--- src/rtl/uart_pkg.sv ---
// Shared types and constants for the runtime-configurable UART transmitter.
package uart_pkg;

   typedef enum logic [2:0] {
      IDLE   = 3'd0,
      START  = 3'd1,
      DATA   = 3'd2,
      PARITY = 3'd3,
      STOP   = 3'd4
   } tx_state_t;

   typedef enum logic [1:0] {
      PAR_NONE = 2'd0,
      PAR_EVEN = 2'd1,
      PAR_ODD  = 2'd2
   } parity_t;

   localparam int MIN_DIV = 2;

   // The unused code 3 falls back to no parity.
   function automatic parity_t decode_parity(input logic [1:0] code);
      case (code)
         2'd1:    return PAR_EVEN;
         2'd2:    return PAR_ODD;
         default: return PAR_NONE;
      endcase
   endfunction

endpackage

--- src/rtl/uart_sync_fifo.sv ---
// Single-clock FIFO with registered read data; pointers carry one extra wrap bit
// so that full and empty can be told apart when the addresses match.
module uart_sync_fifo
   import uart_pkg::*;
#(
   parameter int DATA_WIDTH = 8,
   parameter int DEPTH      = 16
) (
   input  logic                    clk,
   input  logic                    rst,
   input  logic                    wr_en,
   input  logic [DATA_WIDTH-1:0]   wr_data,
   input  logic                    rd_en,
   output logic [DATA_WIDTH-1:0]   rd_data,
   output logic                    full,
   output logic                    empty,
   output logic [$clog2(DEPTH):0]  level
);

   localparam int AW = $clog2(DEPTH);

   logic [DATA_WIDTH-1:0] mem [DEPTH];
   logic [DATA_WIDTH-1:0] rd_data_q;
   logic [AW:0]           wr_ptr_q, wr_ptr_d;
   logic [AW:0]           rd_ptr_q, rd_ptr_d;
   logic                  do_wr, do_rd;

   assign full    = (wr_ptr_q[AW] != rd_ptr_q[AW]) && (wr_ptr_q[AW-1:0] == rd_ptr_q[AW-1:0]);
   assign empty   = (wr_ptr_q == rd_ptr_q);
   assign level   = wr_ptr_q - rd_ptr_q;
   assign do_wr   = wr_en && !full;
   assign do_rd   = rd_en && !empty;
   assign rd_data = rd_data_q;

   always_comb begin
      wr_ptr_d = wr_ptr_q;
      rd_ptr_d = rd_ptr_q;
      if (do_wr) begin
         wr_ptr_d = wr_ptr_q + (AW+1)'(1);
      end
      if (do_rd) begin
         rd_ptr_d = rd_ptr_q + (AW+1)'(1);
      end
   end

   always_ff @(posedge clk) begin
      if (rst) begin
         wr_ptr_q <= '0;
         rd_ptr_q <= '0;
      end else begin
         wr_ptr_q <= wr_ptr_d;
         rd_ptr_q <= rd_ptr_d;
      end
   end

   // Storage carries no reset so it maps onto block RAM.
   always_ff @(posedge clk) begin
      if (do_wr) begin
         mem[wr_ptr_q[AW-1:0]] <= wr_data;
      end
      if (do_rd) begin
         rd_data_q <= mem[rd_ptr_q[AW-1:0]];
      end
   end

endmodule

--- src/rtl/uart_tx_cfg.sv ---
// UART transmitter with a transmit FIFO; divisor, parity and stop-bit count
// are captured from the cfg inputs each time a word is popped.
module uart_tx_cfg
   import uart_pkg::*;
#(
   parameter int DATA_WIDTH  = 8,
   parameter int DEPTH       = 16,
   parameter int DIV_WIDTH   = 16,
   parameter int DEFAULT_DIV = 868
) (
   input  logic                    clk,
   input  logic                    rst,
   input  logic [DATA_WIDTH-1:0]   tx_data,
   input  logic                    tx_valid,
   output logic                    tx_ready,
   input  logic [DIV_WIDTH-1:0]    cfg_div,
   input  logic [1:0]              cfg_parity,
   input  logic                    cfg_stop2,
   output logic                    txd,
   output logic                    busy,
   output logic [$clog2(DEPTH):0]  level
);

   localparam int                   IDX_W     = $clog2(DATA_WIDTH);
   localparam logic [IDX_W-1:0]     LAST_IDX  = IDX_W'(DATA_WIDTH - 1);
   localparam logic [DIV_WIDTH-1:0] MIN_DIV_V = DIV_WIDTH'(MIN_DIV);
   localparam logic [DIV_WIDTH-1:0] ONE       = DIV_WIDTH'(1);
   localparam logic [DIV_WIDTH-1:0] RST_DIV   =
      (DIV_WIDTH'(DEFAULT_DIV) < MIN_DIV_V) ? MIN_DIV_V : DIV_WIDTH'(DEFAULT_DIV);

   logic                  fifo_full, fifo_empty, pop;
   logic [DATA_WIDTH-1:0] fifo_rd_data;

   tx_state_t             state_q, state_d;
   logic [DIV_WIDTH-1:0]  cnt_q, cnt_d;
   logic [IDX_W-1:0]      idx_q, idx_d;
   logic                  stop_cnt_q, stop_cnt_d;
   logic [DATA_WIDTH-1:0] sh_q, sh_d;
   logic                  par_q, par_d;
   logic                  txd_q, txd_d;
   logic [DIV_WIDTH-1:0]  div_q, div_d;
   parity_t               parity_q, parity_d;
   logic                  stop2_q, stop2_d;

   logic [DIV_WIDTH-1:0]  cfg_div_eff;
   logic [DIV_WIDTH-1:0]  reload;
   logic                  bit_done;

   uart_sync_fifo #(
      .DATA_WIDTH (DATA_WIDTH),
      .DEPTH      (DEPTH)
   ) u_fifo (
      .clk     (clk),
      .rst     (rst),
      .wr_en   (tx_valid),
      .wr_data (tx_data),
      .rd_en   (pop),
      .rd_data (fifo_rd_data),
      .full    (fifo_full),
      .empty   (fifo_empty),
      .level   (level)
   );

   assign cfg_div_eff = (cfg_div < MIN_DIV_V) ? MIN_DIV_V : cfg_div;
   assign reload      = div_q - ONE;
   assign bit_done    = (cnt_q == '0);

   assign tx_ready = !fifo_full;
   assign txd      = txd_q;
   assign busy     = (state_q != IDLE) || !fifo_empty;

   always_comb begin
      state_d    = state_q;
      cnt_d      = cnt_q;
      idx_d      = idx_q;
      stop_cnt_d = stop_cnt_q;
      sh_d       = sh_q;
      par_d      = par_q;
      txd_d      = txd_q;
      div_d      = div_q;
      parity_d   = parity_q;
      stop2_d    = stop2_q;
      pop        = 1'b0;

      if (state_q != IDLE && !bit_done) begin
         cnt_d = cnt_q - ONE;
      end

      case (state_q)
         IDLE: begin
            txd_d = 1'b1;
            if (!fifo_empty) begin
               pop      = 1'b1;
               state_d  = START;
               txd_d    = 1'b0;
               div_d    = cfg_div_eff;
               parity_d = decode_parity(cfg_parity);
               stop2_d  = cfg_stop2;
               cnt_d    = cfg_div_eff - ONE;
            end
         end
         START: begin
            // The popped word became valid on the pop edge and stays put until the next pop.
            if (bit_done) begin
               state_d = DATA;
               txd_d   = fifo_rd_data[0];
               sh_d    = fifo_rd_data >> 1;
               par_d   = fifo_rd_data[0];
               idx_d   = '0;
               cnt_d   = reload;
            end
         end
         DATA: begin
            if (bit_done) begin
               cnt_d = reload;
               if (idx_q == LAST_IDX) begin
                  if (parity_q != PAR_NONE) begin
                     state_d = PARITY;
                     txd_d   = par_q ^ (parity_q == PAR_ODD);
                  end else begin
                     state_d    = STOP;
                     txd_d      = 1'b1;
                     stop_cnt_d = 1'b0;
                  end
               end else begin
                  idx_d = idx_q + IDX_W'(1);
                  txd_d = sh_q[0];
                  par_d = par_q ^ sh_q[0];
                  sh_d  = sh_q >> 1;
               end
            end
         end
         PARITY: begin
            if (bit_done) begin
               state_d    = STOP;
               txd_d      = 1'b1;
               stop_cnt_d = 1'b0;
               cnt_d      = reload;
            end
         end
         STOP: begin
            if (bit_done) begin
               if (stop2_q && !stop_cnt_q) begin
                  stop_cnt_d = 1'b1;
                  cnt_d      = reload;
               end else begin
                  state_d = IDLE;
                  txd_d   = 1'b1;
               end
            end
         end
         default: begin
            state_d = IDLE;
            txd_d   = 1'b1;
         end
      endcase
   end

   always_ff @(posedge clk) begin
      if (rst) begin
         state_q    <= IDLE;
         cnt_q      <= '0;
         idx_q      <= '0;
         stop_cnt_q <= 1'b0;
         sh_q       <= '0;
         par_q      <= 1'b0;
         txd_q      <= 1'b1;
         div_q      <= RST_DIV;
         parity_q   <= PAR_NONE;
         stop2_q    <= 1'b0;
      end else begin
         state_q    <= state_d;
         cnt_q      <= cnt_d;
         idx_q      <= idx_d;
         stop_cnt_q <= stop_cnt_d;
         sh_q       <= sh_d;
         par_q      <= par_d;
         txd_q      <= txd_d;
         div_q      <= div_d;
         parity_q   <= parity_d;
         stop2_q    <= stop2_d;
      end
   end

endmodule
--- config.mk ---
export PLATFORM = sky130hd
export DESIGN_NAME = uart_tx_cfg
export DESIGN_NICKNAME = d
export VERILOG_FILES = /design/src/rtl/uart_pkg.sv /design/src/rtl/uart_sync_fifo.sv /design/src/rtl/uart_tx_cfg.sv
export SDC_FILE = /design/constraint.sdc
export NUM_CORES = 1
export LEC_CHECK = 0
export ABC_AREA = 1
export CAP_MARGIN = 10
export CORE_AREA = 2 2 156 158
export CTS_CLUSTER_DIAMETER = 50
export DETAILED_ROUTE_END_ITERATION = 8
export DIE_AREA = 0 0 158 160
export SLEW_MARGIN = 30
export SYNTH_ARGS = -nofsm -noshare
export SYNTH_HDL_FRONTEND = slang
export SYNTH_SLANG_ARGS = --single-unit
--- constraint.sdc ---
create_clock -name clk -period 2.28 [get_ports clk]
set_input_delay 0.228 -clock clk [delete_from_list [all_inputs] [get_ports clk]]
set_output_delay 0.228 -clock clk [all_outputs]
set_load 0.03 [all_outputs]
# Yosys cells after proc, flatten, opt, wreduce, memory -nomap -nowiden
# Memories as Yosys holds them, arrays and structs flattened. A register that Yosys moved wholly into a read port is not among the register bits.
# Index checks and enable logic that the tools add are counted.
[totals]
reg_bits = 62
ram_bits = 128
input_bits = 30
out_inout_bits = 8
wordCells = 115
memories = 1
[classes]
add_sub_neg = 7
order_cmp = 1
n_eq_ne = 21
n_mux = 48
bitwise = 3
reduce_logical = 22
[memory_table]
columns = ["name", "words", "word_bits", "read_ports", "rd_ports_with_merged_regs", "write_ports", "line", "source"]
rows = [
  ["u_fifo.mem", 16, 8, 1, 1, 1, "uart_sync_fifo.sv:22", "logic [DATA_WIDTH-1:0] mem [DEPTH];"],
]
[op_table]
columns = ["cell", "count"]
rows = [
  ["16-bit two-way mux", 6],
  ["16-bit one-hot mux with 3 select lines", 1],
  ["16-bit by 1-bit subtractor with 16-bit output (second input constant)", 3],
  ["3-bit two-way mux", 11],
  ["8-bit two-way mux", 3],
  ["1-bit two-way mux", 20],
  ["2-bit inequality test (second input constant)", 10],
  ["16-bit logical NOT", 1],
  ["16-bit by 2-bit < comparator with 1-bit output (second input constant)", 1],
  ["8-bit one-hot mux with 2 select lines", 1],
  ["3-bit one-hot mux with 5 select lines", 1],
  ["7-bit AND reduction", 2],
  ["5-bit by 1-bit adder with 5-bit output (second input constant)", 2],
  ["3-bit by 2-bit == test with 1-bit output (second input constant)", 2],
  ["3-bit == test (second input constant)", 2],
  ["3-bit one-hot mux with 2 select lines", 1],
  ["3-bit nonzero test", 2],
  ["5-bit == test", 1],
  ["1-bit logical AND", 5],
  ["1-bit one-hot mux with 5 select lines", 1],
  ["5-bit AND reduction", 1],
  ["5-bit subtractor", 1],
  ["2-bit == test (second input constant)", 2],
  ["4-bit == test", 1],
  ["other kinds (16)", 21],
]

# Depth between registers and ports, before layout
# Gate-level depths: netlist of run 1.
[depth]
word_depth = 7
mapped_depth = 15
depth_no_buf = 15

# By module
# A second synthesis of run 1 with hierarchy kept.
[unflattened]
cells_unflattened = 1267
area_unflattened_um2 = 10426.2
[by_module_without_submodules]
columns = ["module", "n_inst", "cells_per_inst", "area_per_inst_um2", "seq_area_each_um2"]
rows = [
  ["uart_sync_fifo", 1, 688, 6695.2, 4284.1],
  ["uart_tx_cfg", 1, 579, 3731.1, 1021.0],
]

# Worst setup path before layout of run 1
# No wires, ideal clock.
[synth_timing]
kind = "register -> register"
start = "reg u_fifo.rd_ptr_q[1]"
end = "mem u_fifo.mem[11][0] (enable)"
arrival_time_ps = 2186
setup_slack_ps = -276
stages_incl_launch_ff = 11
n_path_buf = 1
path_cell_list = "dfxtp_1 inv_1 clkbuf_1 ha_1 nand2_1 nor2_1 nand2_1 nand2_1 nor2_1 nand2_1 nor2_1"
[synth_via]
elab_chain_cells = 6
[synth_lines]
columns = ["element", "line", "source"]
rows = [
  ["start, declared", "uart_sync_fifo.sv:25", "logic [AW:0] rd_ptr_q, rd_ptr_d;"],
  ["start signal, assigned", "uart_sync_fifo.sv:52", "rd_ptr_q <= rd_ptr_d;"],
  ["4-bit == test", "uart_sync_fifo.sv:28", "assign full = (wr_ptr_q[AW] != rd_ptr_q[AW]) && (wr_ptr_q[AW-1:0] == rd_ptr_q[AW-1:0]);"],
  ["1-bit logical AND", "uart_sync_fifo.sv:28", ""],
  ["1-bit logical NOT", "-", ""],
  ["named net tx_ready", "uart_tx_cfg.sv:15", "output logic tx_ready,"],
  ["1-bit logical AND", "uart_sync_fifo.sv:31", "assign do_wr = wr_en && !full;"],
  ["1-bit two-way mux", "uart_sync_fifo.sv:58", "if (do_wr) begin"],
  ["1-bit two-way mux (implied by the code)", "uart_sync_fifo.sv:59", "mem[wr_ptr_q[AW-1:0]] <= wr_data;"],
  ["end, declared", "uart_sync_fifo.sv:22", ""],
]
# The timed path passes the listed nets, and every way through them passes these cells.

# Final worst setup path of run 1
[layout_timing]
start = "reg u_fifo.rd_ptr_q[2]"
end = "mem u_fifo.mem[5][6] (enable)"
[layout_via]
elab_chain_cells = 6
[layout_lines]
columns = ["element", "line"]
rows = [
  ["4-bit == test", "uart_sync_fifo.sv:28"],
  ["1-bit logical AND", "uart_sync_fifo.sv:28"],
  ["1-bit logical NOT", "uart_sync_fifo.sv:31"],
  ["1-bit logical AND", "uart_sync_fifo.sv:31"],
  ["1-bit two-way mux", "uart_sync_fifo.sv:58"],
  ["1-bit two-way mux (implied by the code)", "uart_sync_fifo.sv:59"],
]
# Every way passes these cells.

==> results of run 1 <==
stage by stage:
step                TNS, ns  total power [mW]  hold WS [ns]  area, µm²
floorplan             -5.45              8.65         0.327       9370
global placement    -0.0111              10.1         0.448      10400
detailed placement   -0.147              10.2         0.450      10400
CTS                       0              13.5         0.392      11000
global route          -3.65              14.4         0.416      11100
finish                    0              13.5         0.406      11100
layer usage:
metal | vias up | global-route usage | share of wire
met3 | 13 | 0.0353 | 0.048
met1 | 3399 | 0.261 | 0.46
met5 | - | 0 | 0
met4 | 0 | 0.0463 | 0.0088
li1 | 3560 | - | -
met2 | 168 | 0.307 | 0.48
power by group through the flow:
stage	logic [mW]	clock network [mW]	registers, mW
final	5.39	3.31	4.75
after global routing	6.08	3.52	4.81
after CTS	5.38	3.36	4.75
after detailed placement	5.33	0	4.82
after global placement	5.28	0	4.82
after floorplan	3.90	0	4.74
cells by family after synthesis:
| logic type | Yosys count | synth area share |
|---|---|---|
| AO/OA/AOI/OAI | 214 | 0.137 |
| XOR/XNOR | 20 | 0.0188 |
| buffers and inverters | 122 | 0.0559 |
| AND/OR/NAND/NOR | 415 | 0.196 |
| flip-flops | 197 | 0.571 |
| adder cells (fa/ha/maj) | 15 | 0.0210 |
registers in the layout, indices dropped and copies added (netlist names), 2 cells and up:
signal and count:
u_fifo.mem 128, cnt_q 16, state_q 3, idx_q 3, u_fifo.rd_ptr_q 5, sh_q 7, u_fifo.wr_ptr_q 5, parity_q 2
div_q 16, u_fifo.rd_data 8
repair_timing:
action	in CTS	in global routing
endpoints found under the setup margin	2	112
gates cloned	0	1
gates resized for setup	8	13
setup buffers	0	1
pin swaps	0	3
critical path: stages (launching register included):
cell and delay, ns:
dfxtp_1 0.34, clkinv_1 0.09, ha_1 0.31, nand2_1 0.10
nor2_2 0.06, nand2_2 0.07, nand2_1 0.11, inv_1 0.11
nand2_1 0.15, nor2_2 0.51
cell type report:
class,count,area [µm²],area share
Timing Repair Buffer,94,823,0.0742
Clock buffer,17,425,0.0384
Tap cell,324,405,0.0366
Multi-Input combinational cell,665,3580,0.323
Inverter,82,317,0.0285
Sequential cell,197,5310,0.479
Clock inverter,15,231,0.0209
layout by cell type, fill, tap and decap left out, drive strengths merged, types with 18 or more instances in the layout:
| cell | netlist | layout |
|---|---|---|
| nor2 | 183 | 184 |
| nand2 | 148 | 148 |
| edfxtp | 136 | 136 |
| o21ai | 110 | 110 |
| inv | 79 | 89 |
| buf | 18 | 64 |
| dfxtp | 61 | 61 |
| nand3 | 59 | 59 |
| a21oi | 38 | 38 |
| clkdlybuf4s50 | 0 | 30 |
| o22ai | 18 | 18 |
path summary, 6_finish.rpt:
path | start | end
min reg2reg | stop2_q | stop2_q
max | u_fifo.rd_ptr_q[2] | u_fifo.mem[5][6]
min | cfg_parity[1] | parity_q[1]
max reg2reg | u_fifo.rd_ptr_q[2] | u_fifo.mem[5][6]
==> results.py, run 1 <==
metrics = {
    "setup_path": {
        "r2r_cells": 9,
        "critPathRequiredTime_ns": 2.36,
        "worst_setup_path_end_kind": "flop",
        "r2r_slack_ns": 0.07,
        "crit_type": "flop to flop",
        "path_max_fanout": 8,
        "cp.arrival_ns": 2.28,
        "cp-start-kind": "flop",
    },
    "finish": {
        "layout.nets": 1102,
        "nFillCells": 2281,
        "utilization": 0.465,
        "n_antenna_cell": 0,
        "finalNonFillerCells": 1394,
        "areaGrowthSynthToFinish_pct": 19.3,
        "layout-drive-gt1-share": 0.159,
    },
    "pwr": {
        "p_switching_mw": 5.48,
        "clockPowerShare": 0.246,
        "vdd_ir_drop_max_mv": 0.772,
        "power.density_mw_per_mm2": 1210,
        "comb_power_share": 0.400,
        "p_leak_nw": 4.08,
        "p_seq_frac": 0.353,
        "swShare": 0.407,
        "internal-power_mw": 7.97,
    },
    "global_route": {
        "grt_pass1_vias": 6949,
        "track_usage": 0.189,
        "antenna_found_initial": 0,
        "grt_max_degree": 68,
        "grt_overflow_total": 0,
        "grt_pass1_wl_um": 36700,
    },
    "floorplanning": {
        "rows": 57,
        "num_io_pins": 38,
        "start_util": 0.390,
        "die_x_um": 158,
        "die_area_mm2": 0.0253,
        "core_area_mm2": 0.0238,
        "die_y_um": 160,
    },
    "clock_tree": {
        "insertion_delay_ns": 0.44,
        "cts_buffers": 17,
        "clkSinkCount": 197,
        "clk_path_buf_depth": 2,
        "h-tree-depth": 4,
        "clockRootBuffer": "clkbuf_16",
        "cts_tree": "built",
        "path_clk_slew_ns": 0.08,
        "cts_hold_buf": 0,
    },
    "route": {
        "num_vias": 7140,
        "antenna_left": 0,
        "via_per_inst": 5.12,
        "wl_um": 22700,
        "drt_pass1_iterations": 5,
        "route.detailed.drc": 0,
        "wl_per_cell_um": 16.3,
        "dr.first_iter.drc_count": 536,
    },
    "place": {
        "dp_slack_ns": -0.0761,
        "dp.cells": 1360,
        "dp_hpwl_um": 15200,
        "place_congestion": 0.828,
        "portBuffers": 37,
    },
    "yosys": {
        "netlist_instances": 983,
        "ys_seq_area_frac": 0.571,
        "async_reset_ff_frac": 0,
        "syn_area_mm2": 0.00930,
        "synth_seq_cells": 197,
        "synth_ff_type": "edfxtp_1",
        "synthTopCellsByCount": "nor2_1, nand2_1, edfxtp_1",
        "netlist.area_leader.share": 0.439,
        "synth_area_leaders": "edfxtp_1, dfxtp_1, nor2_1, nand2_1, o21ai_0",
        "synthMostInstantiatedCell": "nor2_1",
        "synth_fp_nets": 1028,
        "synth_edf_count": 136,
        "syn_area_per_cell_um2": 9.46,
        "yosysTopAreaCell": "edfxtp_1",
        "ys_types": 50,
        "yosys_warnings": 0,
    },
    "sta": {
        "period_share": 0.967,
        "rsz0062_at_grt": "true",
        "worst_pin_slew_ns": 0.654,
        "layout_min_cycle_time_ns": 2.21,
        "drv_slew": 0,
        "hold_viol_final": 0,
        "setup_violations": 0,
        "max_freq_mhz": 453,
        "fin_skew_ns": 0.0170,
        "slew_headroom": 0.563,
        "timing.final.ws_setup_ns": 0.0742,
    },
    "run_status": {
        "status": "finished clean",
    },
    "job": {
        "drv_cap": 0,
    },
    "hold_path": {
        "hp-class": "input port to flop",
        "holdPathStages": 3,
    },
}
No activity file was read; power rests on OpenSTA's default activity.
==> run 2, diff against run 1 <==
Settings changed: CORE_AREA 2 2 156 158 to 2 2 165 167, DIE_AREA 0 0 158 160 to 0 0 167 169, SYNTH_HIERARCHICAL set to 1.
==> results.py, run 2 <==
metrics = {
    "clock_tree": {
        "cts_tree": "built",
        "cts_buffers": 17,
        "cts_setup_buffers": 0,
        "clockRootBuffer": "clkbuf_16",
        "path_clk_slew_ns": 0.09,
        "clkSinkCount": 197,
        "cts_hold_buf": 0,
        "insertion_delay_ns": 0.45,
        "h-tree-depth": 4,
        "clk_path_buf_depth": 2,
    },
    "global_route": {
        "track_usage": 0.183,
        "grt_max_degree": 70,
        "grt_overflow_total": 0,
        "grt_pass1_wl_um": 40700,
        "antenna_found_initial": 0,
        "grt_pass1_vias": 7869,
    },
    "yosys": {
        "async_reset_ff_frac": 0,
        "syn_area_per_cell_um2": 8.23,
        "synth_edf_count": 136,
        "syn_area_mm2": 0.0104,
        "synth_xor_area_frac": 0.0260,
        "synthMostInstantiatedCell": "nand2_1",
        "yosys.area_share.adder": 0.0187,
        "synth_top_family_by_area": "simple AND/OR/NAND/NOR gates",
        "synth_seq_cells": 197,
        "synthTopCellsByCount": "nand2_1, inv_1, edfxtp_1",
        "synth_ff_type": "edfxtp_1",
        "netlist_instances": 1267,
        "synth_fp_nets": 1312,
        "yosysTopAreaCell": "edfxtp_1",
        "synth_area_leaders": "edfxtp_1, nand2_1, dfxtp_1, inv_1, nand3_1",
        "synth-simple-area-share": 0.273,
        "netlist.area_leader.share": 0.392,
        "yosys-mux-area-fraction": 0,
        "synth_compound_area_frac": 0.0700,
        "ys_seq_area_frac": 0.509,
        "ys_types": 49,
        "yosys_warnings": 6,
    },
    "sta": {
        "hold_viol_final": 0,
        "setup_violations": 0,
        "drv_slew": 0,
        "layout_min_cycle_time_ns": 2.12,
        "period_share": 0.931,
        "fin_skew_ns": 0.0229,
        "max_freq_mhz": 471,
        "slew_headroom": 0.514,
        "fin_hold_ws_ns": 0.362,
        "rsz0062_at_grt": "false",
        "timing.final.ws_setup_ns": 0.158,
        "worst_pin_slew_ns": 0.727,
    },
    "pwr": {
        "p_leak_nw": 5.34,
        "power.density_mw_per_mm2": 1090,
        "p_switching_mw": 5.55,
        "internal-power_mw": 7.69,
        "comb_power_share": 0.410,
        "p_seq_frac": 0.344,
        "clockPowerShare": 0.246,
        "vdd_ir_drop_max_mv": 0.615,
        "swShare": 0.419,
    },
    "route": {
        "drt_pass1_iterations": 8,
        "top_layer": "met4",
        "routedLengthMet1_um": 11400,
        "wl_um": 25300,
        "dr_wl_met3_um": 1220,
        "dr.first_iter.drc_count": 620,
        "routed-wl-met2_um": 12000,
        "wl_per_cell_um": 14.9,
        "via_per_inst": 4.87,
        "antenna_left": 0,
        "num_vias": 8279,
        "route.detailed.drc": 0,
    },
    "floorplanning": {
        "start_util": 0.393,
        "core_area_mm2": 0.0265,
        "rows": 60,
        "die_area_mm2": 0.0282,
        "die_y_um": 169,
        "die_x_um": 167,
        "num_io_pins": 38,
    },
    "setup_path": {
        "cp.arrival_ns": 1.89,
        "critPathRequiredTime_ns": 2.05,
        "crit_type": "flop to output pin",
        "path_max_fanout": 33,
        "worst_setup_path_end_kind": "output pin",
        "cp-start-kind": "flop",
    },
    "finish": {
        "largest_reg_flops": 128,
        "layout_commonest_cell": "nand2_1",
        "areaGrowthSynthToFinish_pct": 16.6,
        "layout.nets": 1390,
        "utilization": 0.459,
        "n_antenna_cell": 0,
        "layout-drive-gt1-share": 0.135,
        "final_cell_mix": "nand2_1, inv_1, edfxtp_1, nor2_1, nand3_1",
        "stdcell_area_mm2": 0.0122,
        "nFillCells": 2570,
    },
    "place": {
        "dp_hpwl_um": 17100,
        "place_area_mm2": 0.0115,
        "place_congestion": 0.904,
        "portBuffers": 37,
        "dp_slack_ns": -0.0487,
    },
    "hold_path": {
        "hp-class": "input port to flop",
    },
    "run_status": {
        "status": "finished clean",
    },
    "job": {
        "drv_cap": 0,
    },
}
==> run 2: changes by cell type after synthesis, sizes merged, moves of 14 or more <==
cell / before / now
nand2: 148 / 369
inv: 79 / 209
nand3: 59 / 120
o21ai: 110 / 52
nor2: 183 / 138
buf: 18 / 36
clkbuf: 22 / 5
o22ai: 18 / 3
o221ai: 14 / 0
==> run 2: cells by family after synthesis <==
group,Yosys count
AND/OR/NAND/NOR,652
buffers and inverters,251
flip-flops,197
XOR/XNOR,31
adder cells (fa/ha/maj),15
AO/OA/AOI/OAI,121
==> run 2: metal layers <==
metal  vias up  GRT usage
met1      3845      0.241
met3        37     0.0285
met4         0     0.0731
met2       202      0.304
met5         -          0
li1       4195          -
==> run 2: repair_timing <==
item | CTS | global route
pin swaps | 0 | 2
endpoints found under the setup margin | 3 | 5
gates resized for setup | 6 | 13
==> run 2: metrics by stage <==
step | total power, mW | setup TNS, ns | cells
2_1_floorplan | 8.76 | 0 | 1267
3_3_place_gp | 9.97 | 0 | 1667
3_5_place_dp | 10.0 | -0.0808 | 1667
4_1_cts | 13.3 | 0 | 1699
5_1_grt | 14.2 | 0 | 1699
6_report | 13.2 | 0 | 1699
==> run 2: critical path, cell delays in order, from the launching register on <==
cell	delay (ns)
dfxtp_1	0.35
inv_2	0.06
buf_12	0.17
fa_2	0.37
nand3_1	0.09
nand2_1	0.06
xor2_1	0.16
buf_4	0.19
==> run 2: worst paths after layout <==
kind         slack (ns)  depth (start not counted)   endpoint          startpoint
max                0.16                          7   level[4]  u_fifo/rd_ptr_q[1]
min                0.36                          3    stop2_q           cfg_stop2
max reg2reg        0.17                         13  cnt_q[11]  u_fifo/rd_ptr_q[2]
min reg2reg        0.45                          2    sh_q[5]             sh_q[5]
==> run 2: area by class of cell <==
| type | instances | area [µm²] | area share |
|---|---|---|---|
| flip-flops and latches | 197 | 5310 | 0.436 |
| multi-input cells | 819 | 4100 | 0.337 |
| repair buffers | 100 | 873 | 0.0718 |
| inverters | 210 | 803 | 0.0661 |
| well taps | 341 | 427 | 0.0351 |
| clock buffers | 17 | 425 | 0.0350 |
| clock inverters | 15 | 221 | 0.0182 |
==> run 2: power by group through the flow <==
stage / sequential (mW) / combinational, mW / clock [mW]
2_1_floorplan: 4.55 / 4.20 / 0
3_5_place_dp: 4.62 / 5.38 / 0
6_report: 4.55 / 5.43 / 3.26
3_3_place_gp: 4.62 / 5.35 / 0
5_1_grt: 4.60 / 6.09 / 3.47
4_1_cts: 4.55 / 5.42 / 3.34
